--- src/rtl/pipe_pal_arb.sv ---
// Round-robin arbiter sharing one fixed-latency pipe between N requesters,
// with bounded grant locking and a tag shift register that routes results home.
module pipe_pal_arb #(
  parameter int unsigned N        = 4,
  parameter int unsigned W_DATA   = 32,
  parameter int unsigned W_ADDR   = 16,
  parameter int unsigned LAT      = 3,
  parameter int unsigned MAX_LOCK = 4
) (
  input  logic                  i_clk,
  input  logic                  resetn,
  input  logic [N-1:0]          i_req_valid,
  input  logic [N-1:0]          i_req_lock,
  input  logic [N*W_DATA-1:0]   i_req_data,
  input  logic [N*W_ADDR-1:0]   i_req_addr,
  output logic [N-1:0]          o_req_ready,
  output logic                  o_pipe_valid,
  output logic [W_DATA-1:0]     o_pipe_data,
  output logic [W_ADDR-1:0]     o_pipe_addr,
  input  logic                  i_pipe_rvalid,
  input  logic [W_DATA-1:0]     i_pipe_rdata,
  output logic [N-1:0]          o_resp_valid,
  output logic [W_DATA-1:0]     o_resp_data,
  output logic                  o_busy,
  output logic                  o_err
);

  localparam int unsigned IW = (N > 1) ? $clog2(N) : 1;
  localparam int unsigned CW = $clog2(MAX_LOCK + 1);

  logic [IW-1:0] ptr_q, owner_q, issue_id_q, gnt_id;
  logic          owner_vld_q, armed_q;
  logic [CW-1:0] cnt_q, cnt_eff;
  logic [N-1:0]  gnt;
  logic          accept, lock_active, lock_ok;
  logic [LAT-1:0] tag_vld_q;
  logic [IW-1:0]  tag_id_q [LAT];
  logic           tail_vld;
  logic [IW-1:0]  tail_id;

  // A lock only holds while its owner keeps valid asserted.
  assign lock_active = owner_vld_q & i_req_valid[owner_q];
  assign cnt_eff     = lock_active ? cnt_q : '0;

  always_comb begin : p_grant
    int unsigned idx;
    idx    = 0;
    gnt    = '0;
    gnt_id = '0;
    if (lock_active) begin
      gnt[owner_q] = 1'b1;
      gnt_id       = owner_q;
    end else begin
      // Walk backwards so the nearest valid requester at/after ptr wins.
      for (int i = int'(N) - 1; i >= 0; i--) begin
        idx = (int'(ptr_q) + i) % N;
        if (i_req_valid[idx]) begin
          gnt      = '0;
          gnt[idx] = 1'b1;
          gnt_id   = IW'(idx);
        end
      end
    end
  end

  assign accept      = |gnt;
  assign lock_ok     = i_req_lock[gnt_id] && ((int'(cnt_eff) + 1) < int'(MAX_LOCK));
  assign o_req_ready = gnt;

  always_ff @(posedge i_clk or negedge resetn) begin
    if (!resetn) begin
      ptr_q        <= '0;
      owner_q      <= '0;
      owner_vld_q  <= 1'b0;
      cnt_q        <= '0;
      o_pipe_valid <= 1'b0;
      o_pipe_data  <= '0;
      o_pipe_addr  <= '0;
      issue_id_q   <= '0;
      tag_vld_q    <= '0;
      for (int k = 0; k < int'(LAT); k++) tag_id_q[k] <= '0;
      armed_q      <= 1'b0;
      o_err        <= 1'b0;
    end else begin
      if (owner_vld_q && !lock_active) begin
        owner_vld_q <= 1'b0;
        cnt_q       <= '0;
      end
      if (accept) begin
        if (lock_ok) begin
          owner_vld_q <= 1'b1;
          owner_q     <= gnt_id;
          cnt_q       <= cnt_eff + CW'(1);
        end else begin
          owner_vld_q <= 1'b0;
          cnt_q       <= '0;
          ptr_q       <= IW'((int'(gnt_id) + 1) % N);
        end
        o_pipe_data <= i_req_data[int'(gnt_id)*W_DATA +: W_DATA];
        o_pipe_addr <= i_req_addr[int'(gnt_id)*W_ADDR +: W_ADDR];
        issue_id_q  <= gnt_id;
      end
      o_pipe_valid <= accept;
      tag_vld_q[0] <= o_pipe_valid;
      tag_id_q[0]  <= issue_id_q;
      for (int k = 1; k < int'(LAT); k++) begin
        tag_vld_q[k] <= tag_vld_q[k-1];
        tag_id_q[k]  <= tag_id_q[k-1];
      end
      // Stray results from before a reset are ignored until something is issued again.
      armed_q <= armed_q | o_pipe_valid;
      o_err   <= o_err | (armed_q & (i_pipe_rvalid != tail_vld));
    end
  end

  assign tail_vld = tag_vld_q[LAT-1];
  assign tail_id  = tag_id_q[LAT-1];

  always_comb begin
    o_resp_valid = '0;
    if (i_pipe_rvalid && tail_vld) o_resp_valid[tail_id] = 1'b1;
  end

  assign o_resp_data = i_pipe_rdata;
  assign o_busy      = o_pipe_valid | (|tag_vld_q);

endmodule

--- config.mk ---
export PLATFORM = sky130hd
export DESIGN_NAME = pipe_pal_arb
export DESIGN_NICKNAME = d
export VERILOG_FILES = /design/src/rtl/pipe_pal_arb.sv
export SDC_FILE = /design/constraint.sdc
export NUM_CORES = 1
export LEC_CHECK = 0
export CORE_ASPECT_RATIO = 0.6
export CORE_MARGIN = 8
export CORE_UTILIZATION = 41
export CTS_BUF_LIST = sky130_fd_sc_hd__clkbuf_2
export CTS_CLUSTER_DIAMETER = 120
export CTS_CLUSTER_SIZE = 10
export DETAILED_ROUTE_END_ITERATION = 10
export GPL_TIMING_DRIVEN = 0
export PLACE_DENSITY = 0.89
export SLEW_MARGIN = 10
export SYNTH_ARGS = -nofsm -noshare
export SYNTH_HDL_FRONTEND = slang
export SYNTH_SLANG_ARGS = --single-unit
--- constraint.sdc ---
create_clock -name i_clk -period 10.4 [get_ports i_clk]
set_input_delay 1.04 -clock i_clk [delete_from_list [all_inputs] [get_ports i_clk]]
set_output_delay 1.04 -clock i_clk [all_outputs]
set_load 0.01 [all_outputs]
Word-level counts from Yosys, hierarchy flattened
Cells that the tools add are included.
- input port bits: 235
- memories kept: 0
- bits in latches: 0
- bits in writable memories: 0
- ROM bits: 0
- flip-flop bits (word level): 70
- $add $sub $neg: 6
- bitwise logic cells: 6
- reduce and logical (&&, ||, !) cells: 15
- order comparisons: 14
- multipliers: 0
- divide/modulo/power cells: 0
- equality and inequality tests: 1
- shifts and indexed selects: 2
- multiplexer cells: 42
- operators with widths (cell ; count):
    128-bit by 8-bit variable part select with 32-bit output ; 1
    64-bit by 7-bit variable part select with 16-bit output ; 1
    4-bit two-way mux ; 6
    2-bit by 3-bit less-than comparator with 1-bit output (second input constant) ; 7
    1-bit two-way mux ; 15
    1-bit binary-select mux with 2-bit select ; 6
    1-bit demux with 2-bit select ; 6
    2-bit by 1-bit greater-or-equal comparator with 1-bit output (second input constant) ; 6
    3-bit two-way mux ; 4
    2-bit two-way mux ; 5
    1-bit logical AND ; 9
    2-bit by 1-bit adder with 2-bit output (second input constant) ; 2
    2-bit adder (second input constant) ; 2
    3-bit by 1-bit adder with 4-bit output (second input constant) ; 1
    4-bit by 3-bit less-than comparator with 1-bit output (second input constant) ; 1
    2-bit AND reduction ; 2
    4-bit OR reduction ; 1
    3-bit by 1-bit adder with 3-bit output (second input constant) ; 1
    1-bit OR ; 3
    3-bit OR reduction ; 1
    1-bit AND ; 2
    2-bit nonzero test ; 1
    1-bit zero test ; 1
    1-bit != test ; 1
    1-bit NOT ; 1

Longest topological paths before layout
Gate-level depths: netlist of run 1.
- depth after elaboration: 13
- depth in mapped cells: 14

Least setup slack after synthesis of run 1
OpenSTA, ideal clock, no wires.
- path kind: input-to-reg
- start point: in i_req_valid[0]
- end point: reg owner_q[0]
- slack: 6.829 ns
- buffers on the path: 3
- library setup time: 0.125 ns
- stages: 10
- arrival: 3.446 ns
- cells stage by stage: buf_4 -> mux4_2 -> buf_6 -> or3b_1 -> a21oi_1 -> o221ai_1 -> and4_4 -> buf_6 -> nor4_4 -> mux2_4
- longest elaborated chain between the ends: 11
- ends and longest elaborated chain (item ; line ; RTL):
    from (decl) ; 12 ; input logic [N-1:0] i_req_valid,
    branches (longest 11 deep; another with 3-bit by 1-bit adder with 4-bit output) ; - ;
    to (signal assigned) ; 92 ; owner_q <= gnt_id;
    to (decl) ; 31 ; logic [IW-1:0] ptr_q, owner_q, issue_id_q, gnt_id;
Several ways; the timed one is not identified. The select of a mux whose other input is x is not followed.
A chain may end at the register's enable or synchronous reset.

Worst setup path in the final report of run 1
- start point: reg ptr_q[1]
- end point: out o_req_ready[2]
- longest elaborated chain between the ends: 10
- ends and longest elaborated chain (item ; line ; RTL):
    from (decl) ; 31 ;
    from (signal assigned) ; 97 ; ptr_q <= IW'((int'(gnt_id) + 1) % N);
    2-bit adder ; 56 ; idx = (int'(ptr_q) + i) % N;
    2-bit by 3-bit less-than comparator with 1-bit output (not written as such) / 2-bit by 1-bit greater-or-equal comparator with 1-bit output (equally long branches) ; 59 ; gnt[idx] = 1'b1;
    1-bit logical AND (not written as such) ; 59 ;
    1-bit two-way mux (not written as such) ; 59 ;
    1-bit demux with 2-bit select ; 59 ;
    4-bit two-way mux (3 in a row) ; 57 ; if (i_req_valid[idx]) begin
    4-bit two-way mux * ; 57 ;
    4-bit two-way mux * ; 50 ; if (lock_active) begin
    to (decl) ; 16 ; output logic [N-1:0] o_req_ready,
Mark *: on every way between the ends. The rest lies on a longest branch, timed or not. The select of a mux whose other input is x is not followed.

==> results of run 1 <==
[registers in the layout (all words and copies together), names as in the netlist, 2 cells and up]
register / flops
cnt_q: 3
issue_id_q: 2
o_pipe_addr: 16
o_pipe_data: 32
owner_q: 2
ptr_q: 2
tag_id_q: 4
tag_vld_q: 3
tail_id: 2
[worst paths after layout]
kind,from,to,slack (ps),cells after the start
min in group asynchronous,resetn,o_pipe_addr[0]$_DFFE_PN0P_,380,1
hold reg to reg,issue_id_q[0]$_DFFE_PN0P_,tag_id_q[4]$_DFF_PN0_,370,0
setup / recovery,ptr_q[1]$_DFFE_PN0P_,o_req_ready[2],5490,10
max in group asynchronous,resetn,o_pipe_data[16]$_DFFE_PN0P_,9460,2
hold / removal,issue_id_q[0]$_DFFE_PN0P_,tag_id_q[4]$_DFF_PN0_,370,0
setup reg to reg,ptr_q[1]$_DFFE_PN0P_,o_pipe_addr[1]$_DFFE_PN0P_,6220,11
[layout make-up]
class | instances | area [sq um]
Fill cell | 911 | 3790
Inverter | 12 | 45.0
Buffer | 61 | 479
Timing Repair Buffer | 292 | 2940
Clock buffer | 10 | 50.0
Clock inverter | 5 | 27.5
Tap cell | 165 | 206
Sequential cell | 70 | 1750
Multi-Input combinational cell | 296 | 2860
[stage by stage]
stage	hold WS (ps)	cell area [sq um]
floorplan	331	5130
global placement	336	8250
detailed placement	339	8280
CTS	329	8350
global route	327	8350
finish	371	8350
[worst max-delay path, stage by stage (launching register included)]
cell and delay (ps):
dfrtp_1 530, clkbuf_1 330, inv_1 240, ha_1 400
mux4_2 330, buf_6 160, or3b_1 380, a21oi_1 190
o221ai_1 170, inv_1 80, clkdlybuf4s50_1 550
[synthesized netlist by cell type (2+ instances only)]
cell type	instances	area share
inv_1	11	0.0080
or3_1	2	0.0024
a211o_1	5	0.0085
buf_6	15	0.033
dfrtp_1	70	0.34
a21oi_1	6	0.0059
ha_1	10	0.024
nor2_1	3	0.0022
nand2_1	12	0.0088
o21ai_0	7	0.0068
mux2i_1	151	0.29
mux4_2	3	0.013
a211oi_2	2	0.0049
buf_4	33	0.048
nor4b_1	2	0.0034
o221ai_1	5	0.0085
clkbuf_1	2	0.0015
o21a_1	2	0.0029
mux2_2	51	0.11
and3b_1	2	0.0034
and2_1	3	0.0037
or3b_1	4	0.0068
nor3b_1	2	0.0029
o31ai_1	2	0.0029
buf_2	11	0.011
[layer usage]
metal / wire length [um] / share of wire / vias to the layer above / GRT usage
met5: 0 / 0 / - / 0
met4: 135 / 0.0073 / 0 / 0.0407
met3: 1630 / 0.088 / 12 / 0.0785
met2: 9350 / 0.51 / 205 / 0.376
met1: 7340 / 0.40 / 2219 / 0.252
li1: - / - / 2182 / -
[kinds of logic (layout without fill, tap and decap cells)]
| kind of cell | count (synthesis) | count (layout) | share of synthesized area |
|---|---|---|---|
| simple gates | 39 | 39 | 0.0502 |
| mux | 206 | 206 | 0.422 |
| compound gates | 40 | 40 | 0.0578 |
| flops | 70 | 70 | 0.341 |
| fa+ha+maj | 10 | 10 | 0.0244 |
| xor+xnor | 1 | 1 | 0.00171 |
| buf+inv | 73 | 380 | 0.102 |
[power by group]
part | internal [mW] | total (mW) | switching [mW] | leakage (nW)
registers | 0.427 | 0.508 | 0.0806 | 0.809
logic | 1.21 | 2.23 | 1.02 | 2.84
clock network | 0.0295 | 0.124 | 0.0950 | 0.0573
total | 1.66 | 2.86 | 1.20 | 3.71
==> flow_summary_export.csv, run 1 <==
group,metric,value,unit
timing,drv_slew,0,
floorplan,die_area,0.0165,sq mm
timing,fin_crit_sh,0.472,
flow_run,cap_violations,0,
final_layout,layout_commonest_cell,"clkdlybuf4s50_1",
placement,gp_congestion,0.886,
drt,firstDrtPassIters,5,
synth,synth-seq-cells,70,
drt,drc,0,
clock_network,postCtsSetupRepairBufs,0,
clock_network,clkTransAtPathRegs,220,ps
timing,fin_crit,4910,ps
min_path,hp-class,"register to register",
drt,postRouteAntennaNets,0,
synth,ys_seq_area_frac,0.341,
placement,placed_cells,896,
grt,grt_first_pass_wirelength,27.8,mm
final_layout,fin_cells,911,
drt,viasPerCell,5.07,
timing,fin_tns_setup,0,ps
power,power.leakage,3.71,nW
setup_path,endpoint_kind,"output pin",
synth,syn_nets,684,
final_layout,final_nets,987,
final_layout,final_cell_mix,"clkdlybuf4s50_1 (290), mux2i_1 (151), dfrtp_1 (70), mux2_2 (51), buf_4 (34)",
grt,antenna_found_initial,0,
clock_network,cts_tree,"yes",
synth,synth_edf_count,0,
synth,synth_cell_type_count,48,
synth,netlist_instances,439,
setup_path,startpoint_type,"register",
placement,post-place-ws,5730,ps
clock_network,cts_root_buf,"clkbuf_2",
setup_path,path_class,"register to output pin",
timing,fmax,204,MHz
final_layout,drive_above_1_share,0.185,
clock_network,cts_made_buffers,9,
power,cellPowerDensity,343,mW/mm^2
floorplan,die_h,103,um
synth,synth_area_per_cell,11.7,sq um
floorplan,rows,31,
clock_network,h-tree-depth,3,
timing,finClkSkew,42.2,ps
setup_path,cp.arrival,3870,ps
grt,grt_max_degree,51,
status,status,"completed",
clock_network,ctsHoldBuffers,0,
clock_network,cts_resized,0,
timing,max_slew_margin,0.413,
timing,setup_viol,0,
timing,hold_viol_final,0,
drt,vias,4618,
setup_path,path_max_fanout,10,
grt,overflow,0,
floorplan,die-width,160,um
synth,yosys_warnings,0,
placement,portBuffers,291,
placement,hpwl,15.6,mm
timing,worst_slew_pin_slew,876,ps
drt,wl_per_cell,20.3,um
final_layout,diodes,0,
setup_path,critPathRequiredTime,9360,ps
synth,synthArstFlopShare,1.00,
final_layout,final_core_util,0.688,
grt,grt_pass1_vias,5110,
synth,yosys_most_used_dff,"dfrtp_1",
drt,drt-total-wl,18.4,mm
floorplan,fp.coreArea,0.0121,sq mm
clock_network,clk_latency,530,ps
final_layout,area_delta_synth_final,62.8,%
power,fin_total_pwr,2.86,mW
grt,track_usage,0.215,
clock_network,cts.path.max_buffers,2,
floorplan,io_pins,326,
clock_network,clock-sinks,70,
timing,rsz0062_at_grt,"no",
floorplan,start_util,0.423,
power,ir_drop,0.156,mV
timing,setup_slack,5490,ps
drt,drtIter0Drc,271,
synth,netlist_area,0.00513,sq mm
Note: power is estimated with default switching activity, not from simulation.
==> run 2, diff against run 1 <==
--- a/config.mk
+++ b/config.mk
@@ -7,13 +7,13 @@
 export LEC_CHECK = 0
 export CORE_ASPECT_RATIO = 0.6
 export CORE_MARGIN = 8
-export CORE_UTILIZATION = 41
+export CORE_UTILIZATION = 38
 export CTS_BUF_LIST = sky130_fd_sc_hd__clkbuf_2
 export CTS_CLUSTER_DIAMETER = 120
 export CTS_CLUSTER_SIZE = 10
 export DETAILED_ROUTE_END_ITERATION = 10
 export GPL_TIMING_DRIVEN = 0
-export PLACE_DENSITY = 0.89
+export PLACE_DENSITY = 0.83
 export SLEW_MARGIN = 10
 export SYNTH_ARGS = -nofsm -noshare
 export SYNTH_HDL_FRONTEND = slang
==> constraint.sdc (replaced) <==
create_clock -name i_clk -period 5.1 [get_ports i_clk]
set_input_delay 0.51 -clock i_clk [delete_from_list [all_inputs] [get_ports i_clk]]
set_output_delay 0.51 -clock i_clk [all_outputs]
set_load 0.01 [all_outputs]
==> flow_summary_export.csv, run 2 (synthesized netlist as in run 1, its figures left out) <==
group,metric,value,unit
setup_path,cp.arrival,3810,ps
clock_network,cts_tree,"yes",
grt,grtUsageMet2,0.353,
setup_path,cp_slowest_stage_delay,540,ps
min_path,hp-start,"tag_id_q[2]$_DFF_PN0_",
power,power.leakage,3.73,nW
setup_path,r2r-end,"o_pipe_data[27]$_DFFE_PN0P_",
setup_path,path_class,"register to output pin",
grt,met1_usage,0.247,
clock_network,cts.path.max_buffers,2,
setup_path,cp_top_family,"buffers and inverters",
grt,grt_busiest_layer,"met2",
timing,setup_slack,780,ps
final_layout,area_delta_synth_final,63.8,%
drt,drc,0,
min_path,hp-class,"register to register",
setup_path,r2r_slack,900,ps
grt,grt_max_degree,58,
floorplan,die_area,0.0176,sq mm
timing,fin_crit,4320,ps
setup_path,endpoint_kind,"output pin",
placement,post-place-ws,942,ps
grt,antenna_found_initial,0,
timing,max_slew_margin,0.416,
power,seqPwrFrac,0.174,
drt,vias,4567,
status,status,"completed",
power,clkPwrFrac,0.055,
final_layout,layout_commonest_cell,"clkdlybuf4s50_1",
floorplan,fp.coreArea,0.0134,sq mm
clock_network,clk_latency,480,ps
grt,track_usage,0.202,
timing,fmax,231,MHz
power,ir_drop,0.283,mV
floorplan,start_util,0.382,
power,fin_total_pwr,5.91,mW
grt,grt_pass1_vias,5050,
setup_path,critPathRequiredTime,4590,ps
placement,gp_congestion,0.870,
final_layout,fin_cells,923,
setup_path,r2r-start,"ptr_q[1]$_DFFE_PN0P_",
setup_path,path_cells,"clkbuf_1 > inv_1 > ha_1 > mux4_2 > buf_6 > or3b_1 > a21oi_1 > o221ai_1 > inv_1 > clkdlybuf4s50_1",
floorplan,die_h,106,um
timing,rsz0062_at_grt,"no",
drt,postRouteAntennaNets,0,
drt,viasPerCell,4.95,
placement,portBuffers,291,
final_layout,diodes,0,
timing,fin_crit_sh,0.847,
final_layout,largestRegisters,"o_pipe_data (32), o_pipe_addr (16), tag_id_q (4)",
placement,place_area,0.00829,sq mm
grt,grt_util_met3,0.0544,
flow_run,cap_violations,0,
clock_network,cts_root_buf,"clkbuf_2",
final_layout,final_cell_mix,"clkdlybuf4s50_1 (290), mux2i_1 (151), dfrtp_1 (70), mux2_2 (51), buf_4 (34)",
floorplan,io_pins,326,
timing,setup_viol,0,
drt,firstDrtPassIters,4,
clock_network,clock-sinks,70,
placement,hpwl,15.5,mm
setup_path,crit_top_cell,"inv_1",
power,switching_share,0.416,
final_layout,fin_area,0.00841,sq mm
setup_path,path_max_fanout,10,
setup_path,cp_num_buf_inv,5,
floorplan,die-width,166,um
power,comb_power_share,0.771,
timing,finClkSkew,21.3,ps
grt,grt_first_pass_wirelength,28.6,mm
clock_network,cts_resized,0,
timing,fin_tns_setup,0,ps
setup_path,startpoint_type,"register",
min_path,min_to,"tail_id[0]$_DFF_PN0_",
power,switchingPower,2.46,mW
power,cellPowerDensity,703,mW/mm^2
drt,drt-total-wl,18.7,mm
timing,hold_viol_final,0,
grt,overflow,0,
drt,wl_per_cell,20.2,um
final_layout,final_core_util,0.626,
timing,worst_slew_pin_slew,870,ps
clock_network,cts_made_buffers,9,
drt,drtIter0Drc,203,
final_layout,regMostFlops,"o_pipe_data",
final_layout,final_nets,988,
setup_path,reg2reg_depth,11,
placement,placed_cells,906,
timing,drv_slew,0,
power,intPower,3.45,mW
timing,hold_ws,372,ps
clock_network,h-tree-depth,3,
setup_path,slowest_stage,"clkdlybuf4s50_1",
clock_network,clkTransAtPathRegs,200,ps
min_path,min_path_cells,0,
final_layout,largest_reg_flops,32,
floorplan,rows,33,
setup_path,path_depth,10,
final_layout,drive_above_1_share,0.186,
==> run 2: repair_timing <==
action,CTS,global route
endpoints found under the hold margin,13,0
hold buffers,1,0
buffers inserted,0,0
==> run 2: how the worst max path moves through the flow <==
stage,startpoint,to,slack (ps)
2_1_floorplan,ptr_q[1]$_DFFE_PN0P_,owner_q[0]$_DFFE_PN0P_,1750
3_3_place_gp,ptr_q[1]$_DFFE_PN0P_,o_pipe_data[27]$_DFFE_PN0P_,980
3_5_place_dp,ptr_q[1]$_DFFE_PN0P_,o_pipe_data[27]$_DFFE_PN0P_,940
4_1_cts,ptr_q[1]$_DFFE_PN0P_,o_req_ready[3],780
5_1_grt,ptr_q[1]$_DFFE_PN0P_,o_req_ready[3],580
6_report,ptr_q[1]$_DFFE_PN0P_,o_req_ready[3],780
==> run 2: layer usage <==
| metal | up-vias | wire length [um] | part of all wire |
|---|---|---|---|
| met5 | - | 0 | 0 |
| met4 | 0 | 227 | 0.012 |
| met3 | 15 | 1240 | 0.066 |
| met2 | 188 | 9160 | 0.49 |
| met1 | 2183 | 8040 | 0.43 |
| li1 | 2181 | - | - |
==> run 2: cell type report <==
cell class	instances	area, sq um
fillers	1090	5010
repair buffers	293	2950
multi-input cells	296	2860
flip-flops and latches	70	1750
plain buffers	61	479
well taps	175	219
clock buffers	12	60.1
clock inverters	4	47.5
inverters	12	45.0
==> run 2: power by group through the flow <==
stage | logic (mW) | registers [mW] | clock network, mW
2_1_floorplan | 3.09 | 1.11 | 0
3_3_place_gp | 4.49 | 1.03 | 0
3_5_place_dp | 4.59 | 1.04 | 0
4_1_cts | 4.61 | 1.03 | 0.342
5_1_grt | 4.90 | 1.07 | 0.360
6_report | 4.56 | 1.03 | 0.323
==> run 3, diff against run 2 <==
==> constraint.sdc (replaced) <==
create_clock -name i_clk -period 4.15 [get_ports i_clk]
set_input_delay 0.415 -clock i_clk [delete_from_list [all_inputs] [get_ports i_clk]]
set_output_delay 0.415 -clock i_clk [all_outputs]
set_load 0.01 [all_outputs]
==> flow_summary_export.csv, run 3 (synthesized netlist as in run 1, its figures left out) <==
group,metric,value,unit
final_layout,final_cell_mix,"clkdlybuf4s50_1 (290), mux2i_1 (151), dfrtp_1 (68), mux2_2 (51), buf_4 (35)",
floorplan,die_h,106,um
timing,hold_viol_final,0,
floorplan,io_pins,326,
clock_network,clock-sinks,70,
clock_network,cts_tree,"yes",
floorplan,die-width,166,um
final_layout,final_nets,988,
final_layout,diodes,0,
setup_path,path_max_fanout,10,
timing,drv_slew,0,
setup_path,worstSetupStartpoint,"ptr_q[0]$_DFFE_PN0P_",
drt,vias,4597,
grt,track_usage,0.202,
clock_network,h-tree-depth,3,
drt,viasPerCell,4.98,
final_layout,largestRegisters,"o_pipe_data (32), o_pipe_addr (16), tag_id_q (4)",
min_path,hp-class,"primary input to async pin",
floorplan,fp.coreArea,0.0134,sq mm
grt,antenna_found_initial,0,
grt,grt_pass1_vias,5034,
clock_network,clk_latency,490,ps
power,power.leakage,3.72,nW
clock_network,cts.path.max_buffers,2,
setup_path,reg2reg_depth,14,
floorplan,die_area,0.0176,sq mm
setup_path,r2r-end,"ptr_q[1]$_DFFE_PN0P_",
power,fin_total_pwr,7.28,mW
setup_path,r2r-start,"ptr_q[0]$_DFFE_PN0P_",
timing,max_slew_margin,0.563,
floorplan,start_util,0.382,
final_layout,area_delta_synth_final,64.1,%
placement,portBuffers,291,
setup_path,slowest_stage,"clkdlybuf4s50_1",
clock_network,cts_made_buffers,9,
final_layout,layout_commonest_cell,"clkdlybuf4s50_1",
timing,finClkSkew,22.0,ps
power,ir_drop,0.348,mV
timing,fin_crit_sh,0.940,
floorplan,rows,33,
timing,fin_crit,3900,ps
placement,gp_congestion,0.870,
setup_path,startpoint_type,"register",
setup_path,crit_top_cell,"buf_6",
drt,drt-total-wl,18.7,mm
power,cellPowerDensity,865,mW/mm^2
setup_path,endpoint_kind,"output pin",
setup_path,path_cells,"buf_6 > clkinvlp_4 > ha_1 > mux4_2 > buf_6 > or3b_1 > a21oi_1 > o221ai_1 > inv_1 > clkdlybuf4s50_1",
timing,fin_tns_setup,0,ps
drt,drc,0,
clock_network,cts_root_buf,"clkbuf_2",
grt,grt_max_degree,58,
final_layout,drive_above_1_share,0.193,
setup_path,critPathRequiredTime,3730,ps
flow_run,cap_violations,0,
setup_path,cp_slowest_stage_delay,540,ps
final_layout,regMostFlops,"o_pipe_data",
timing,hold_ws,291,ps
timing,setup_viol,0,
drt,firstDrtPassIters,4,
setup_path,crit_path_end,"o_req_ready[3]",
final_layout,largest_reg_flops,32,
setup_path,path_class,"register to output pin",
drt,wl_per_cell,20.2,um
clock_network,clkTransAtPathRegs,210,ps
timing,rsz0062_at_grt,"no",
setup_path,r2r_slack,520,ps
status,status,"completed",
placement,hpwl,15.5,mm
timing,worst_slew_pin_slew,649,ps
setup_path,cp.arrival,3490,ps
grt,grt_first_pass_wirelength,28.5,mm
drt,drtIter0Drc,269,
timing,fmax,256,MHz
drt,postRouteAntennaNets,0,
grt,overflow,0,
==> run 3: cell types whose count changed in the layout (fill, tap and decap cells not counted), sizes merged <==
cell      change
clkbuf        -1
clkinvlp      +1
buf           +1
inv           -1
==> run 3: critical path, delay by kind of cell, from the launching register on <==
kind            cells  cell delay (ps)
mux                 1              320
fa+ha+maj           1              380
flops               1              410
compound gates      2              350
simple gates        1              380
buf+inv             5             1150
==> run 3: layout make-up <==
cell class              count  area [sq um]
flip-flops and latches     70          1750
well taps                 175           219
clock buffers              12          60.1
plain buffers              60           475
fillers                  1087          5000
repair buffers            294          2960
inverters                  12          48.8
multi-input cells         296          2860
clock inverters             4          47.5
==> run 3: per-stage QoR <==
stage / cells / utilization / setup WS, ps / instance area (sq um)
after floorplan: 439 / - / 797 / 5130
after global placement: 905 / 0.616 / 29.9 / 8260
after detailed placement: 906 / 0.618 / -8.23 / 8290
after CTS: 922 / 0.626 / 27.2 / 8400
after global routing: 923 / 0.628 / 44.2 / 8420
final: 923 / 0.628 / 248 / 8420
==> run 3: power by group <==
group          internal, mW  switching [mW]  leakage [nW]
logic                  3.04            2.58          2.84
registers              1.07           0.198         0.807
clock network         0.145           0.251        0.0719
==> run 3: timing repair <==
action / in CTS / in global routing
hold endpoints to repair: 15 / 0
pin swaps: 0 / 0
hold buffers: 1 / 0
buffers inserted: 0 / 1
setup endpoints to repair: 5 / 13
resized for setup: 0 / 4
cloned: 0 / 0
==> run 3: how the worst min path moves through the flow <==
stage | endpoint | slack (ps) | cells after the start
floorplan | armed_q$_DFF_PN0_ | 120 | 0
global placement | tag_id_q[2]$_DFF_PN0_ | 340 | 0
detailed placement | o_pipe_addr[12]$_DFFE_PN0P_ | 290 | 1
CTS | o_pipe_addr[5]$_DFFE_PN0P_ | 220 | 2
global route | o_pipe_addr[5]$_DFFE_PN0P_ | 220 | 2
finish | o_pipe_addr[5]$_DFFE_PN0P_ | 290 | 2
==> run 3: layer usage <==
| metal | global-route usage | up-vias | routed length [um] | share of wire |
|---|---|---|---|---|
| met5 | 0 | - | 0 | 0 |
| met2 | 0.352 | 202 | 9170 | 0.49 |
| li1 | - | 2180 | - | - |
| met1 | 0.247 | 2199 | 8000 | 0.43 |
| met3 | 0.0533 | 16 | 1240 | 0.067 |
| met4 | 0.0478 | 0 | 246 | 0.013 |
